===== src/rtl/mouse_init_sequencer_if.sv =====
// Byte-level link between the mouse init sequencer and the PS/2 tx/rx units.
// The master side is the sequencer, and the slave side is the PS/2 serialiser pair.
interface mouse_init_sequencer_if;
  logic       tx_idle;
  logic       tx_done_tick;
  logic       rx_done_tick;
  logic [7:0] rx_data;
  logic       wr_ps2;
  logic [7:0] din;

  modport master (
    input  tx_idle, tx_done_tick, rx_done_tick, rx_data,
    output wr_ps2, din
  );

  modport slave (
    output tx_idle, tx_done_tick, rx_done_tick, rx_data,
    input  wr_ps2, din
  );
endinterface


===== src/rtl/mouse_init_sequencer.sv =====
// PS/2 mouse power-up sequencer: FF reset, BAT/ID check, optional sample rate, F4 enable.
// Define MOUSE_SAMPLE_RATE_EN to send F3 <SAMPLE_RATE> between the ID check and F4.
module mouse_init_sequencer #(
  parameter int unsigned TIMEOUT_CYCLES = 25_000_000,
  parameter int unsigned MAX_RETRIES    = 3,
  parameter logic [7:0]  SAMPLE_RATE    = 8'd100
) (
  input  logic                   clk,
  input  logic                   rst,
  input  logic                   reinit,
  mouse_init_sequencer_if.master ps2,
  output logic                   stream_en,
  output logic                   init_error,
  output logic [1:0]             retry_cnt,
  output logic [3:0]             state_dbg
);

  localparam int unsigned TIMER_W = (TIMEOUT_CYCLES > 1) ? $clog2(TIMEOUT_CYCLES) : 1;
  localparam logic [TIMER_W-1:0] TIMER_LAST  = TIMER_W'(TIMEOUT_CYCLES - 1);
  localparam logic [1:0]         RETRY_LIMIT = 2'(MAX_RETRIES);

  localparam logic [7:0] BYTE_RESET    = 8'hFF;
  localparam logic [7:0] BYTE_SET_RATE = 8'hF3;
  localparam logic [7:0] BYTE_ENABLE   = 8'hF4;
  localparam logic [7:0] BYTE_ACK      = 8'hFA;
  localparam logic [7:0] BYTE_RESEND   = 8'hFE;
  localparam logic [7:0] BYTE_BAT_OK   = 8'hAA;
  localparam logic [7:0] BYTE_MOUSE_ID = 8'h00;

  typedef enum logic [3:0] {
    S_SEND_RST     = 4'd0,
    S_WAIT_ACK_RST = 4'd1,
    S_WAIT_BAT     = 4'd2,
    S_WAIT_ID      = 4'd3,
    S_SEND_SR      = 4'd4,
    S_WAIT_ACK_SR  = 4'd5,
    S_SEND_SRV     = 4'd6,
    S_WAIT_ACK_SRV = 4'd7,
    S_SEND_EN      = 4'd8,
    S_WAIT_ACK_EN  = 4'd9,
    S_STREAM       = 4'd10,
    S_ERROR        = 4'd11
  } state_t;

  state_t               state, state_nxt;
  logic [TIMER_W-1:0]   timer, timer_nxt;
  logic                 tx_pend, tx_pend_nxt;
  logic [1:0]           retry_nxt;
  logic                 wr_nxt;
  logic [7:0]           din_nxt;

  // per-state decode: byte to send, expected reply, success and resend targets
  logic                 is_send, is_wait, is_ack_wait;
  logic [7:0]           tx_byte, expect_byte;
  state_t               state_adv, state_rsnd;
  logic                 restart;

  always_comb begin
    is_send     = 1'b0;
    is_wait     = 1'b0;
    is_ack_wait = 1'b0;
    tx_byte     = 8'h00;
    expect_byte = BYTE_ACK;
    state_adv   = S_SEND_RST;
    state_rsnd  = S_SEND_RST;
    case (state)
      S_SEND_RST:     begin is_send = 1'b1; tx_byte = BYTE_RESET;    state_adv = S_WAIT_ACK_RST; end
      S_SEND_SR:      begin is_send = 1'b1; tx_byte = BYTE_SET_RATE; state_adv = S_WAIT_ACK_SR;  end
      S_SEND_SRV:     begin is_send = 1'b1; tx_byte = SAMPLE_RATE;   state_adv = S_WAIT_ACK_SRV; end
      S_SEND_EN:      begin is_send = 1'b1; tx_byte = BYTE_ENABLE;   state_adv = S_WAIT_ACK_EN;  end
      S_WAIT_ACK_RST: begin
        is_wait = 1'b1; is_ack_wait = 1'b1; state_adv = S_WAIT_BAT; state_rsnd = S_SEND_RST;
      end
      S_WAIT_BAT:     begin is_wait = 1'b1; expect_byte = BYTE_BAT_OK; state_adv = S_WAIT_ID; end
      S_WAIT_ID:      begin
        is_wait     = 1'b1;
        expect_byte = BYTE_MOUSE_ID;
`ifdef MOUSE_SAMPLE_RATE_EN
        state_adv   = S_SEND_SR;
`else
        state_adv   = S_SEND_EN;
`endif
      end
      S_WAIT_ACK_SR:  begin
        is_wait = 1'b1; is_ack_wait = 1'b1; state_adv = S_SEND_SRV; state_rsnd = S_SEND_SR;
      end
      S_WAIT_ACK_SRV: begin
        is_wait = 1'b1; is_ack_wait = 1'b1; state_adv = S_SEND_EN; state_rsnd = S_SEND_SRV;
      end
      S_WAIT_ACK_EN:  begin
        is_wait = 1'b1; is_ack_wait = 1'b1; state_adv = S_STREAM; state_rsnd = S_SEND_EN;
      end
      default: ;
    endcase
  end

  // next-state and registered-output values; reinit overrides everything
  always_comb begin
    state_nxt   = state;
    timer_nxt   = '0;
    tx_pend_nxt = tx_pend;
    retry_nxt   = retry_cnt;
    wr_nxt      = 1'b0;
    din_nxt     = ps2.din;
    restart     = 1'b0;

    if (reinit) begin
      state_nxt   = S_SEND_RST;
      tx_pend_nxt = 1'b0;
      retry_nxt   = 2'd0;
    end else if (is_send) begin
      if (!tx_pend && ps2.tx_idle) begin
        wr_nxt      = 1'b1;
        din_nxt     = tx_byte;
        tx_pend_nxt = 1'b1;
      end else if (tx_pend && ps2.tx_done_tick) begin
        state_nxt   = state_adv;
        tx_pend_nxt = 1'b0;
      end
    end else if (is_wait) begin
      timer_nxt = timer + TIMER_W'(1);
      if (ps2.rx_done_tick) begin
        if (ps2.rx_data == expect_byte) begin
          state_nxt = state_adv;
          timer_nxt = '0;
        end else if (is_ack_wait && ps2.rx_data == BYTE_RESEND) begin
          state_nxt = state_rsnd;
          timer_nxt = '0;
        end else begin
          restart = 1'b1;
        end
      end else if (timer == TIMER_LAST) begin
        restart = 1'b1;
      end
    end else if (state != S_STREAM && state != S_ERROR) begin
      // unused encodings fall back to a fresh sequence
      state_nxt = S_SEND_RST;
    end

    if (restart) begin
      timer_nxt = '0;
      if (retry_cnt == RETRY_LIMIT) begin
        state_nxt = S_ERROR;
      end else begin
        state_nxt = S_SEND_RST;
        retry_nxt = retry_cnt + 2'd1;
      end
    end
  end

  always_ff @(posedge clk or negedge rst) begin
    if (!rst) begin
      state      <= S_SEND_RST;
      timer      <= '0;
      tx_pend    <= 1'b0;
      retry_cnt  <= 2'd0;
      ps2.wr_ps2 <= 1'b0;
      ps2.din    <= 8'h00;
      stream_en  <= 1'b0;
      init_error <= 1'b0;
    end else begin
      state      <= state_nxt;
      timer      <= timer_nxt;
      tx_pend    <= tx_pend_nxt;
      retry_cnt  <= retry_nxt;
      ps2.wr_ps2 <= wr_nxt;
      ps2.din    <= din_nxt;
      stream_en  <= (state_nxt == S_STREAM);
      init_error <= (state_nxt == S_ERROR);
    end
  end

  assign state_dbg = state;

endmodule


===== src/flat_wrapper.sv =====
// flat-port wrapper written by rule: the top's interface ports become plain ports
module mouse_init_sequencer_flat 
#(
  parameter int unsigned TIMEOUT_CYCLES = 25_000_000,
  parameter int unsigned MAX_RETRIES    = 3,
  parameter logic [7:0]  SAMPLE_RATE    = 8'd100
)
  (clk, rst, reinit, stream_en, init_error, retry_cnt, state_dbg, ps2_tx_idle, ps2_tx_done_tick, ps2_rx_done_tick, ps2_rx_data, ps2_wr_ps2, ps2_din);
  mouse_init_sequencer_if ps2_i ();
  input  logic clk;
  input  logic rst;
  input  logic reinit;
  output logic stream_en;
  output logic init_error;
  output logic [1:0] retry_cnt;
  output logic [3:0] state_dbg;
  input wire logic [$bits(ps2_i.tx_idle)-1:0] ps2_tx_idle;
  input wire logic [$bits(ps2_i.tx_done_tick)-1:0] ps2_tx_done_tick;
  input wire logic [$bits(ps2_i.rx_done_tick)-1:0] ps2_rx_done_tick;
  input wire logic [$bits(ps2_i.rx_data)-1:0] ps2_rx_data;
  output wire logic [$bits(ps2_i.wr_ps2)-1:0] ps2_wr_ps2;
  output wire logic [$bits(ps2_i.din)-1:0] ps2_din;
  assign ps2_i.tx_idle = ps2_tx_idle;
  assign ps2_i.tx_done_tick = ps2_tx_done_tick;
  assign ps2_i.rx_done_tick = ps2_rx_done_tick;
  assign ps2_i.rx_data = ps2_rx_data;
  assign ps2_wr_ps2 = ps2_i.wr_ps2;
  assign ps2_din = ps2_i.din;
  mouse_init_sequencer #(.TIMEOUT_CYCLES(TIMEOUT_CYCLES), .MAX_RETRIES(MAX_RETRIES), .SAMPLE_RATE(SAMPLE_RATE)) u_core (.clk(clk), .rst(rst), .reinit(reinit), .ps2(ps2_i), .stream_en(stream_en), .init_error(init_error), .retry_cnt(retry_cnt), .state_dbg(state_dbg));
endmodule

===== config.mk =====
export PLATFORM = sky130hd
export DESIGN_NAME = mouse_init_sequencer_flat
export DESIGN_NICKNAME = d
export VERILOG_FILES = /design/src/rtl/mouse_init_sequencer_if.sv /design/src/rtl/mouse_init_sequencer.sv /design/src/flat_wrapper.sv
export SDC_FILE = /design/constraint.sdc
export NUM_CORES = 1
export LEC_CHECK = 0
export ABC_CLOCK_PERIOD_IN_PS = 3950
export CAP_MARGIN = 20
export CELL_PAD_IN_SITES_DETAIL_PLACEMENT = 0
export CELL_PAD_IN_SITES_GLOBAL_PLACEMENT = 2
export CORE_MARGIN = 2
export CORE_UTILIZATION = 36
export DETAILED_ROUTE_END_ITERATION = 12
export HOLD_SLACK_MARGIN = 0.05
export PLACE_DENSITY = 0.82
export SETUP_SLACK_MARGIN = 0.3
export SKIP_CTS_REPAIR_TIMING = 1
export SYNTH_ARGS = -nofsm -noshare
export SYNTH_HDL_FRONTEND = slang
export SYNTH_SLANG_ARGS = --single-unit

===== constraint.sdc =====
create_clock -name clk -period 3.95 [get_ports clk]
set_input_delay 0.395 -clock clk [delete_from_list [all_inputs] [get_ports clk]]
set_output_delay 0.395 -clock clk [all_outputs]
set_load 0.02 [all_outputs]

==> results_dict.tcl <==
set metrics [dict create \
    grt_pass1_wl_um 7220 \
    overflow 0 \
    diodes 0 \
    clk_path_buf_depth 2 \
    num_io_pins 31 \
    yosysTopAreaCell "dfrtp_1" \
    status "finished clean" \
    wl_um 4290 \
    drt_iter0_markers 101 \
    yosysUniqueCellTypes 48 \
    post-route-drc-count 0 \
    ys.flop_type "dfrtp_1" \
    critPathLaunch "u_core.state_dbg[2]" \
    timing.slew.headroom_pct 30.9 \
    final_cell_mix "dfrtp_1 (40), nor2_1 (30), clkdlybuf4s50_1 (29), xor2_1 (16), nand2_1 (15)" \
    place_ws_ns 1.33 \
    ys_seq_area_share_pct 46.8 \
    cts_tree "done" \
    coreArea_sq_mm 0.00582 \
    syn2layout_area_growth_pct 18.7 \
    grtUsageTotal_pct 14.2 \
    max_freq_mhz 391 \
    syn_area_per_cell_sq_um 9.76 \
    fill_cells 591 \
    gp_congestion 0.818 \
    netlist_top_cells_area "dfrtp_1 (47%), xor2_1 (6.6%), nor2_1 (5.3%)" \
    ant_nets 0 \
    design_area_sq_mm 0.00254 \
    hold_path_class "input port to async pin" \
    clockRootBuffer "clkbuf_8" \
    p_leak_nw 1.04 \
    regArea_sq_mm 0.00100 \
    die_y_um 81.0 \
    via_per_inst 5.11 \
    worstPathArrival_ns 2.73 \
    tns_ns 0 \
    clkSinkCount 40 \
    hold_violations 0 \
    worst_pin_slew_ns 1.02 \
    numCtsBuffers 5 \
    synth_top_area_share_pct 46.8 \
    first_pass_iters 4 \
    rows 28 \
    synth_area_sq_mm 0.00214 \
    ys_ff_latch 40 \
    maxSlewViolCount 0 \
    placed_area_sq_mm 0.00246 \
    ir_drop_v 0.000201 \
    setup_viol 0 \
    ys_warn_count 0 \
    drive_above_1_share_pct 9.47 \
    worstSetupPathType "flop to flop" \
    clkTransAtPathRegs_ns 0.07 \
    fp.dieArea_sq_mm 0.00657 \
    critPathLaunchType "flop" \
    rr_startpoint "u_core.state_dbg[2]" \
    end_kind "flop" \
    syn_nets 235 \
    final_common_cell "dfrtp_1" \
    start_util_pct 36.7 \
    critical_path_required_ns 4.13 \
    p_per_area_mw_per_mm2 396 \
    async_flop_share_pct 100 \
    period_share_pct 64.7 \
    wire_per_inst_um 13.5 \
    nets 259 \
    p_total_mw 1.01 \
    grt_pass1_vias 1530 \
    vias 1626 \
    insertion_delay_ns 0.29 \
    syn_inst 219 \
    antenna_found_initial 0 \
    die_w_um 81.0 \
    grt_max_degree 41 \
    path_max_fanout 11 \
    grt_setup_unrepaired "false" \
    fin_crit_ns 2.56 \
    port_buffers 30 \
    htreeDepth 2 \
    multi_input_area_sq_mm 0.00104 \
    skew_ns 0.00336 \
    place_hpwl_um 2900 \
    worst_slack_ns 1.39 \
    drv_cap 0 \
    synth-edff-count 0 \
]
==> cell usage after synthesis, drive strengths merged (2+ instances only) <==
| master | n |
|---|---|
| nand2 | 15 |
| clkbuf | 8 |
| or3 | 2 |
| a211oi | 3 |
| nand3 | 7 |
| buf | 6 |
| nor3 | 5 |
| a21oi | 6 |
| dfrtp | 40 |
| mux2 | 5 |
| and3 | 8 |
| nor4bb | 3 |
| nand4 | 8 |
| o21ai | 7 |
| inv | 7 |
| and4 | 3 |
| nor2b | 3 |
| xnor2 | 7 |
| xor2 | 16 |
| nor2 | 30 |
| mux2i | 2 |
| nor4 | 5 |
| ha | 2 |
| nand4b | 3 |
| or2 | 2 |
==> cell type report <==
type                            instances  area share (%)
Multi-Input combinational cell        158            40.8
Sequential cell                        40            39.4
Timing Repair Buffer                   31            11.9
Tap cell                               75            3.70
Clock buffer                            6            2.86
Inverter                                7            1.04
Clock inverter                          1           0.197
==> flip-flops by register name (all words and copies together) (netlist names) <==
register,count
u_core.init_error,1
u_core.ps2.din,5
u_core.ps2.wr_ps2,1
u_core.retry_cnt,2
u_core.state_dbg,4
u_core.stream_en,1
u_core.timer,25
u_core.tx_pend,1
==> path summary, 6_finish.rpt <==
check	end	slack (ns)	cells past startpoint
worst max-delay path	u_core.ps2.din[3]	1.39	4
worst min-delay path	u_core.stream_en	0.23	1
worst max register to register	u_core.ps2.din[3]	1.39	4
worst min register to register	u_core.timer[0]	0.50	1
max in group asynchronous	u_core.tx_pend	3.15	1
min in group clk	u_core.timer[0]	0.50	1
==> stage by stage <==
step | std cells | hold WS (ns) | util, %
after global routing | 318 | 0.301 | 43.6
final | 318 | 0.233 | 43.6
after global placement | 311 | 0.488 | 42.3
after detailed placement | 311 | 0.500 | 42.3
after floorplan | 219 | 0.0994 | -
after CTS | 318 | 0.271 | 43.6
==> per-layer routing <==
metal	wire length (um)	GRT usage, %	share of wire (%)
met5	0	0	0
met1	2110	18.6	49
met4	55	4.58	1.3
met3	192	3.56	4.5
met2	1940	22.9	45
==> critical path, cell delays in order, from the launching register on <==
cell and delay [ns]:
dfrtp_1 0.54, mux2_2 0.39, nor2_1 0.18, nor4bb_1 0.91
mux2_2 0.42
==> cells by family after synthesis <==
family / Yosys count / synth area share [%]
fa+ha+maj: 2 / 1.17
mux: 7 / 3.92
simple gates: 101 / 26.2
buf+inv: 21 / 4.68
compound gates: 25 / 7.79
xor+xnor: 23 / 9.43
flops: 40 / 46.8
==> power breakdown <==
group | internal (mW) | total, mW | switching (mW)
Combinational | 0.133 | 0.268 | 0.135
Clock | 0.120 | 0.256 | 0.136
Sequential | 0.443 | 0.482 | 0.0385
(Power assumes the default switching activity.)
